**config.mk**
```make
export PLATFORM = sky130hd
export DESIGN_NAME = uart_rx_core
export DESIGN_NICKNAME = d
export VERILOG_FILES = /design/src/rtl/uart_pkg.sv /design/src/rtl/uart_rx_sync.sv /design/src/rtl/uart_rx_core.sv
export SDC_FILE = /design/constraint.sdc
export NUM_CORES = 1
export LEC_CHECK = 0
export ABC_CLOCK_PERIOD_IN_PS = 4250
export CAP_MARGIN = 40
export CORE_MARGIN = 10
export CORE_UTILIZATION = 55
export CTS_CLUSTER_SIZE = 28
export DETAILED_ROUTE_END_ITERATION = 8
export GPL_TIMING_DRIVEN = 0
export PLACE_DENSITY = 0.75
export SLEW_MARGIN = 20
export SYNTH_ARGS = -nofsm -noshare
export SYNTH_HDL_FRONTEND = slang
export SYNTH_HIERARCHICAL = 1
export SYNTH_SLANG_ARGS = --single-unit
```
**constraint.sdc**
```tcl
create_clock -name i_clock -period 4.25 [get_ports i_clock]
set_clock_uncertainty 0.05 [all_clocks]
set_input_delay 0.425 -clock i_clock [delete_from_list [all_inputs] [get_ports i_clock]]
set_output_delay 0.425 -clock i_clock [all_outputs]
set_load 0.1 [all_outputs]
```
**src/rtl/uart_pkg.sv**
```systemverilog
// Shared definitions for the UART receiver: one-hot FSM encodings,
// parity-mode constants and the bit-vote helper.
package uart_pkg;

  localparam int unsigned NB_STATE = 6;

  typedef enum logic [NB_STATE-1:0] {
    ST_IDLE   = 6'b000001,
    ST_START  = 6'b000010,
    ST_DATA   = 6'b000100,
    ST_PARITY = 6'b001000,
    ST_STOP   = 6'b010000,
    ST_DONE   = 6'b100000
  } state_e;

  localparam logic PAR_EVEN = 1'b0;
  localparam logic PAR_ODD  = 1'b1;

  // 2-of-3 vote over the three late samples of a bit
  function automatic logic majority3(input logic a, input logic b, input logic c);
    return (a & b) | (a & c) | (b & c);
  endfunction

endpackage

```
**src/rtl/uart_rx_sync.sv**
```systemverilog
// Two-flop synchronizer for the serial line; resets to the idle (high) level.
module uart_rx_sync (
  input  logic i_clock,
  input  logic i_reset,
  input  logic rx_async,
  output logic rx_sync
);

  logic meta;

  always_ff @(posedge i_clock) begin
    if (i_reset) begin
      meta    <= 1'b1;
      rx_sync <= 1'b1;
    end else begin
      meta    <= rx_async;
      rx_sync <= meta;
    end
  end

endmodule

```
**src/rtl/uart_rx_core.sv**
```systemverilog
// Oversampling UART receiver with a one-entry output register and overrun flag.
// Optional parity checking is enabled by defining UART_RX_PARITY_EN.
module uart_rx_core
  import uart_pkg::*;
#(
  parameter int unsigned NB_DATA    = 8,
  parameter int unsigned N_TICKS    = 16,
  parameter int unsigned STOP_BITS  = 1,
  parameter int unsigned PARITY_ODD = 0
) (
  input  logic               i_clock,
  input  logic               i_reset,
  input  logic               i_rx,
  input  logic               i_signal_tick,
  input  logic               i_ready,
  output logic               o_valid,
  output logic [NB_DATA-1:0] o_data,
  output logic               o_frame_err,
  output logic               o_parity_err,
  output logic               o_overrun
);

  localparam int unsigned NB_CNT = $clog2(N_TICKS);
  localparam int unsigned NB_IDX = $clog2(NB_DATA);

  localparam logic [NB_CNT-1:0] CNT_HALF = NB_CNT'(N_TICKS / 2 - 1);
  localparam logic [NB_CNT-1:0] CNT_S0   = NB_CNT'(N_TICKS - 3);
  localparam logic [NB_CNT-1:0] CNT_S1   = NB_CNT'(N_TICKS - 2);
  localparam logic [NB_CNT-1:0] CNT_LAST = NB_CNT'(N_TICKS - 1);
  localparam logic [NB_IDX-1:0] IDX_LAST = NB_IDX'(NB_DATA - 1);
  localparam logic              STOP_LAST = 1'(STOP_BITS - 1);

  generate
    if (NB_DATA < 5 || NB_DATA > 9 || N_TICKS < 8 || (N_TICKS % 2) != 0 ||
        STOP_BITS < 1 || STOP_BITS > 2 || PARITY_ODD > 1) begin : g_bad_params
      $error("uart_rx_core: illegal parameter combination");
    end
  endgenerate

  state_e              state;
  state_e              state_next;
  logic                rx_sync;
  logic [NB_CNT-1:0]   cnt;
  logic [NB_IDX-1:0]   idx;
  logic                stop_idx;
  logic [NB_DATA-1:0]  shreg;
  logic                s0;
  logic                s1;
  logic                ferr_acc;
  logic                bit_last;
  logic                bit_tick;
  logic                maj;

  logic cnt_clr_c;
  logic cnt_inc_c;
  logic idx_clr_c;
  logic sample_c;
  logic shift_c;
  logic stop_cap_c;
  logic load_c;
  logic overrun_c;

`ifdef UART_RX_PARITY_EN
  localparam logic PAR_MODE = (PARITY_ODD != 0) ? PAR_ODD : PAR_EVEN;
  logic parity_bit;
  logic par_cap_c;
`endif

  uart_rx_sync u_sync (
    .i_clock (i_clock),
    .i_reset (i_reset),
    .rx_async(i_rx),
    .rx_sync (rx_sync)
  );

  assign bit_last = (cnt == CNT_LAST);
  assign bit_tick = i_signal_tick && bit_last;
  assign maj      = majority3(s0, s1, rx_sync);

  always_ff @(posedge i_clock) begin
    if (i_reset) state <= ST_IDLE;
    else         state <= state_next;
  end

  always_comb begin
    state_next = state;
    case (state)
      ST_IDLE:  if (!rx_sync) state_next = ST_START;
      ST_START: if (i_signal_tick && cnt == CNT_HALF) state_next = rx_sync ? ST_IDLE : ST_DATA;
      ST_DATA: begin
        if (bit_tick && idx == IDX_LAST) begin
`ifdef UART_RX_PARITY_EN
          state_next = ST_PARITY;
`else
          state_next = ST_STOP;
`endif
        end
      end
`ifdef UART_RX_PARITY_EN
      ST_PARITY: if (bit_tick) state_next = ST_STOP;
`endif
      ST_STOP:  if (bit_tick && stop_idx == STOP_LAST) state_next = ST_DONE;
      ST_DONE:  state_next = ST_IDLE;
      default:  state_next = ST_IDLE;
    endcase
  end

  // Per-state datapath controls; counter wraps at the decision tick of each bit
  always_comb begin
    cnt_clr_c  = 1'b0;
    cnt_inc_c  = 1'b0;
    idx_clr_c  = 1'b0;
    sample_c   = 1'b0;
    shift_c    = 1'b0;
    stop_cap_c = 1'b0;
    load_c     = 1'b0;
    overrun_c  = 1'b0;
`ifdef UART_RX_PARITY_EN
    par_cap_c  = 1'b0;
`endif
    case (state)
      ST_IDLE: begin
        cnt_clr_c = 1'b1;
        idx_clr_c = 1'b1;
      end
      ST_START: begin
        idx_clr_c = 1'b1;
        if (i_signal_tick) begin
          if (cnt == CNT_HALF) cnt_clr_c = 1'b1;
          else                 cnt_inc_c = 1'b1;
        end
      end
      ST_DATA: begin
        sample_c  = i_signal_tick;
        cnt_inc_c = i_signal_tick && !bit_last;
        cnt_clr_c = bit_tick;
        shift_c   = bit_tick;
      end
`ifdef UART_RX_PARITY_EN
      ST_PARITY: begin
        sample_c  = i_signal_tick;
        cnt_inc_c = i_signal_tick && !bit_last;
        cnt_clr_c = bit_tick;
        par_cap_c = bit_tick;
      end
`endif
      ST_STOP: begin
        sample_c   = i_signal_tick;
        cnt_inc_c  = i_signal_tick && !bit_last;
        cnt_clr_c  = bit_tick;
        stop_cap_c = bit_tick;
      end
      ST_DONE: begin
        load_c    = !o_valid || i_ready;
        overrun_c = o_valid && !i_ready;
      end
      default: begin
        cnt_clr_c = 1'b1;
        idx_clr_c = 1'b1;
      end
    endcase
  end

  always_ff @(posedge i_clock) begin
    if (i_reset) begin
      cnt      <= '0;
      idx      <= '0;
      stop_idx <= 1'b0;
      shreg    <= '0;
      s0       <= 1'b0;
      s1       <= 1'b0;
      ferr_acc <= 1'b0;
`ifdef UART_RX_PARITY_EN
      parity_bit <= 1'b0;
`endif
    end else begin
      if (cnt_clr_c)      cnt <= '0;
      else if (cnt_inc_c) cnt <= cnt + NB_CNT'(1);

      if (idx_clr_c) begin
        idx      <= '0;
        stop_idx <= 1'b0;
        ferr_acc <= 1'b0;
      end else begin
        if (shift_c)    idx      <= idx + NB_IDX'(1);
        if (stop_cap_c) stop_idx <= stop_idx + 1'b1;
        if (stop_cap_c && !maj) ferr_acc <= 1'b1;
      end

      if (sample_c && cnt == CNT_S0) s0 <= rx_sync;
      if (sample_c && cnt == CNT_S1) s1 <= rx_sync;
      if (shift_c) shreg <= {maj, shreg[NB_DATA-1:1]};
`ifdef UART_RX_PARITY_EN
      if (par_cap_c) parity_bit <= maj;
`endif
    end
  end

  // Output holding register: valid clears on i_ready unless a new frame loads
  always_ff @(posedge i_clock) begin
    if (i_reset) begin
      o_valid      <= 1'b0;
      o_data       <= '0;
      o_frame_err  <= 1'b0;
      o_parity_err <= 1'b0;
      o_overrun    <= 1'b0;
    end else begin
      o_overrun <= overrun_c;
      if (load_c) begin
        o_valid     <= 1'b1;
        o_data      <= shreg;
        o_frame_err <= ferr_acc;
`ifdef UART_RX_PARITY_EN
        o_parity_err <= ((^shreg) ^ parity_bit) != PAR_MODE;
`else
        o_parity_err <= 1'b0;
`endif
      end else if (i_ready) begin
        o_valid <= 1'b0;
      end
    end
  end

endmodule

```
==> results.py <==
metrics = {
    "place": {
        "placed_cell_area_um2": 2000,
        "dp_cells": 235,
        "place_hpwl_um": 2550,
        "port_buffers": 15,
        "gp_congestion": 0.818,
        "pre_cts_slack_ps": 2060,
    },
    "global_route": {
        "track_usage": 0.133,
        "antenna_found_initial": 0,
        "grt_pass1_vias": 1287,
        "grt_max_degree": 12,
        "grt_pass1_wl_um": 5800,
        "overflow": 0,
    },
    "clock_network": {
        "clock_latency_ps": 350,
        "postCtsSetupBuffers": 0,
        "cts_root_buf": "clkbuf_4",
        "htree_num_levels": 2,
        "cts_resized": 0,
        "cts_hold_buf": 0,
        "cts_tree": "built",
        "cts_sinks": 37,
        "cts_max_path_buffers": 2,
        "path_clk_slew_ps": 110,
        "numCtsBuffers": 5,
    },
    "cells_and_area": {
        "fin_util": 0.744,
        "stdcell_area_um2": 2090,
        "regArea_um2": 741,
        "fin_cells": 243,
        "drive_gt1_frac": 0.137,
        "nNetsFinal": 221,
        "multi_input_area_um2": 826,
        "fillers": 210,
        "area_growth_syn_to_layout_pct": 26.7,
        "n_antenna_cell": 0,
    },
    "die": {
        "rows": 19,
        "pin_count": 17,
        "dieArea_um2": 5580,
        "dieWidth_um": 74.7,
        "die_h_um": 74.7,
        "core_um2": 2810,
        "start_util": 0.587,
    },
    "sta": {
        "finalCriticalPeriod_ps": 1970,
        "fin_tns_setup_ps": 0,
        "fmax_ghz": 0.509,
        "setup_ws_ps": 2280,
        "finalHoldViolations": 0,
        "relSlewSlack": 0.559,
        "setup_viol": 0,
        "fin_hold_ws_ps": 371,
        "tightest_slew_ps": 661,
        "rsz0062_at_grt": "false",
        "drv_slew": 0,
        "min_period_over_period": 0.463,
    },
    "power_and_ir_drop": {
        "switchingPower_uw": 168,
        "powerDensity_nw_per_um2": 331,
        "power_uw": 690,
        "p_sw_frac": 0.244,
        "p_seq_frac": 0.514,
        "clkPwrFrac": 0.368,
        "p_int_uw": 522,
        "p_leak_nw": 0.891,
        "power_frac_comb": 0.118,
        "ir_drop_v": 0.000241,
    },
    "yosys": {
        "synth_edf_count": 0,
        "synth.yosys.seq_area_share": 0.450,
        "synth.distinct_cells": 40,
        "syn_inst": 178,
        "syn_area_um2": 1650,
        "synth_common_cells": "dfxtp_1 (37), nor2_1 (36), mux2i_1 (20)",
        "post-synth-top-area-fraction": 0.450,
        "synth.most_common_cell": "dfxtp_1",
        "syn_area_per_cell_um2": 9.25,
        "async_reset_ff_frac": 0,
        "synth_warnings": 6,
        "ys.flop_type": "dfxtp_1",
        "ys_top_cells_by_area": "dfxtp_1 (45%), mux2i_1 (12%), nor2_1 (8.2%)",
        "syn_nets": 188,
        "synth-seq-cells": 37,
        "yosysTopAreaCell": "dfxtp_1",
    },
    "detailed_routing": {
        "ant_nets": 0,
        "detail_route.wl_per_cell_um": 14.1,
        "routed_wl_um": 3420,
        "firstDrtPassIters": 4,
        "drc": 0,
        "drtIter0Drc": 144,
        "viasPerCell": 5.59,
        "vias": 1359,
    },
    "worst_setup_path": {
        "reg2reg_to": "cnt[3]$_SDFFE_PP0P_",
        "arrival_ps": 2190,
        "worstRegToRegCells": 6,
        "critPathCapture": "cnt[3]$_SDFFE_PP0P_",
        "r2r-start": "state[2]$_SDFFE_PP0P_",
        "r2r_setup_slack_ps": 2280,
        "setup.worst_path.start": "state[2]$_SDFFE_PP0P_",
        "worstSetupPathType": "reg2reg",
        "cp_data_required_time_ps": 4480,
        "crit_path_end_kind": "flop",
        "cp-start-kind": "flop",
        "cp_max_fo": 9,
    },
    "flow_run": {
        "drv_cap": 0,
    },
    "outcome": {
        "status": "completed",
    },
    "worst_hold_path": {
        "hp-class": "reg2reg",
    },
}
==> how the worst min path moves through the flow <==
stage / start / to / cells after the start
2_1_floorplan: u_sync/meta$_SDFF_PP1_ / u_sync/rx_sync$_SDFF_PP1_ / 1
6_report: u_sync/meta$_SDFF_PP1_ / u_sync/rx_sync$_SDFF_PP1_ / 1
3_3_place_gp: u_sync/meta$_SDFF_PP1_ / u_sync/rx_sync$_SDFF_PP1_ / 1
5_1_grt: u_sync/meta$_SDFF_PP1_ / u_sync/rx_sync$_SDFF_PP1_ / 1
3_5_place_dp: u_sync/meta$_SDFF_PP1_ / u_sync/rx_sync$_SDFF_PP1_ / 1
4_1_cts: u_sync/meta$_SDFF_PP1_ / u_sync/rx_sync$_SDFF_PP1_ / 1
==> flip-flops by register name (all words and copies together), names as in the netlist <==
register and cells:
ferr_acc 1, s0 1, o_overrun 1, s1 1, o_valid 1, o_data 8
shreg 8, cnt 4, u_sync/meta 1, state 5, u_sync/rx_sync 1, idx 3
stop_idx 1, o_frame_err 1
==> routing by layer <==
metal	GRT usage	vias to the layer above	share of wire
li1	-	675	-
met1	0.157	644	0.45
met5	0	-	0
met2	0.208	31	0.47
met4	0.0693	0	0.031
met3	0.0473	9	0.055
==> cell families (layout without fill, tap and decap cells) <==
group	Yosys count	after routing	synth area share
simple gates	72	72	0.218
flops	37	37	0.450
compound gates	23	23	0.0950
mux	20	20	0.122
buf+inv	16	50	0.0486
fa+ha+maj	6	6	0.0441
xor+xnor	3	3	0.0205
other cells	1	1	0.00228
==> cells in the final DEF, fill, tap and decap left out, types with 5 or more instances in the layout <==
cell type | netlist | final
ha_1 | 5 | 5
inv_1 | 5 | 5
a21oi_1 | 5 | 5
mux2i_1 | 20 | 20
nor2_1 | 36 | 36
nand2_1 | 5 | 5
buf_8 | 0 | 11
clkdlybuf4s50_1 | 0 | 15
clkbuf_1 | 4 | 5
clkbuf_4 | 0 | 5
o21ai_0 | 6 | 6
dfxtp_1 | 37 | 37
nand3_1 | 7 | 7
==> area by class of cell <==
type / count / share of cell area
Tap cell: 31 / 0.0186
Clock buffer: 7 / 0.0264
Multi-Input combinational cell: 125 / 0.396
Inverter: 5 / 0.00900
Buffer: 11 / 0.0294
Clock inverter: 1 / 0.0144
Timing Repair Buffer: 26 / 0.151
Sequential cell: 37 / 0.355
==> power groups by stage <==
stage | Clock [mW] | Sequential, mW | Combinational, mW
finish | 0.254 | 0.355 | 0.0813
global route | 0.275 | 0.357 | 0.0911
CTS | 0.258 | 0.355 | 0.0813
detailed placement | 0 | 0.363 | 0.0801
global placement | 0 | 0.363 | 0.0776
floorplan | 0 | 0.363 | 0.0633
==> worst max-delay path, cell delays in order, from the launching register on <==
cell and delay, ps:
dfxtp_1 320, buf_6 130, nor4_4 360, a22oi_2 150
a311o_1 370, or3_1 360, a21oi_1 140
No activity file was read; power rests on OpenSTA's default activity.
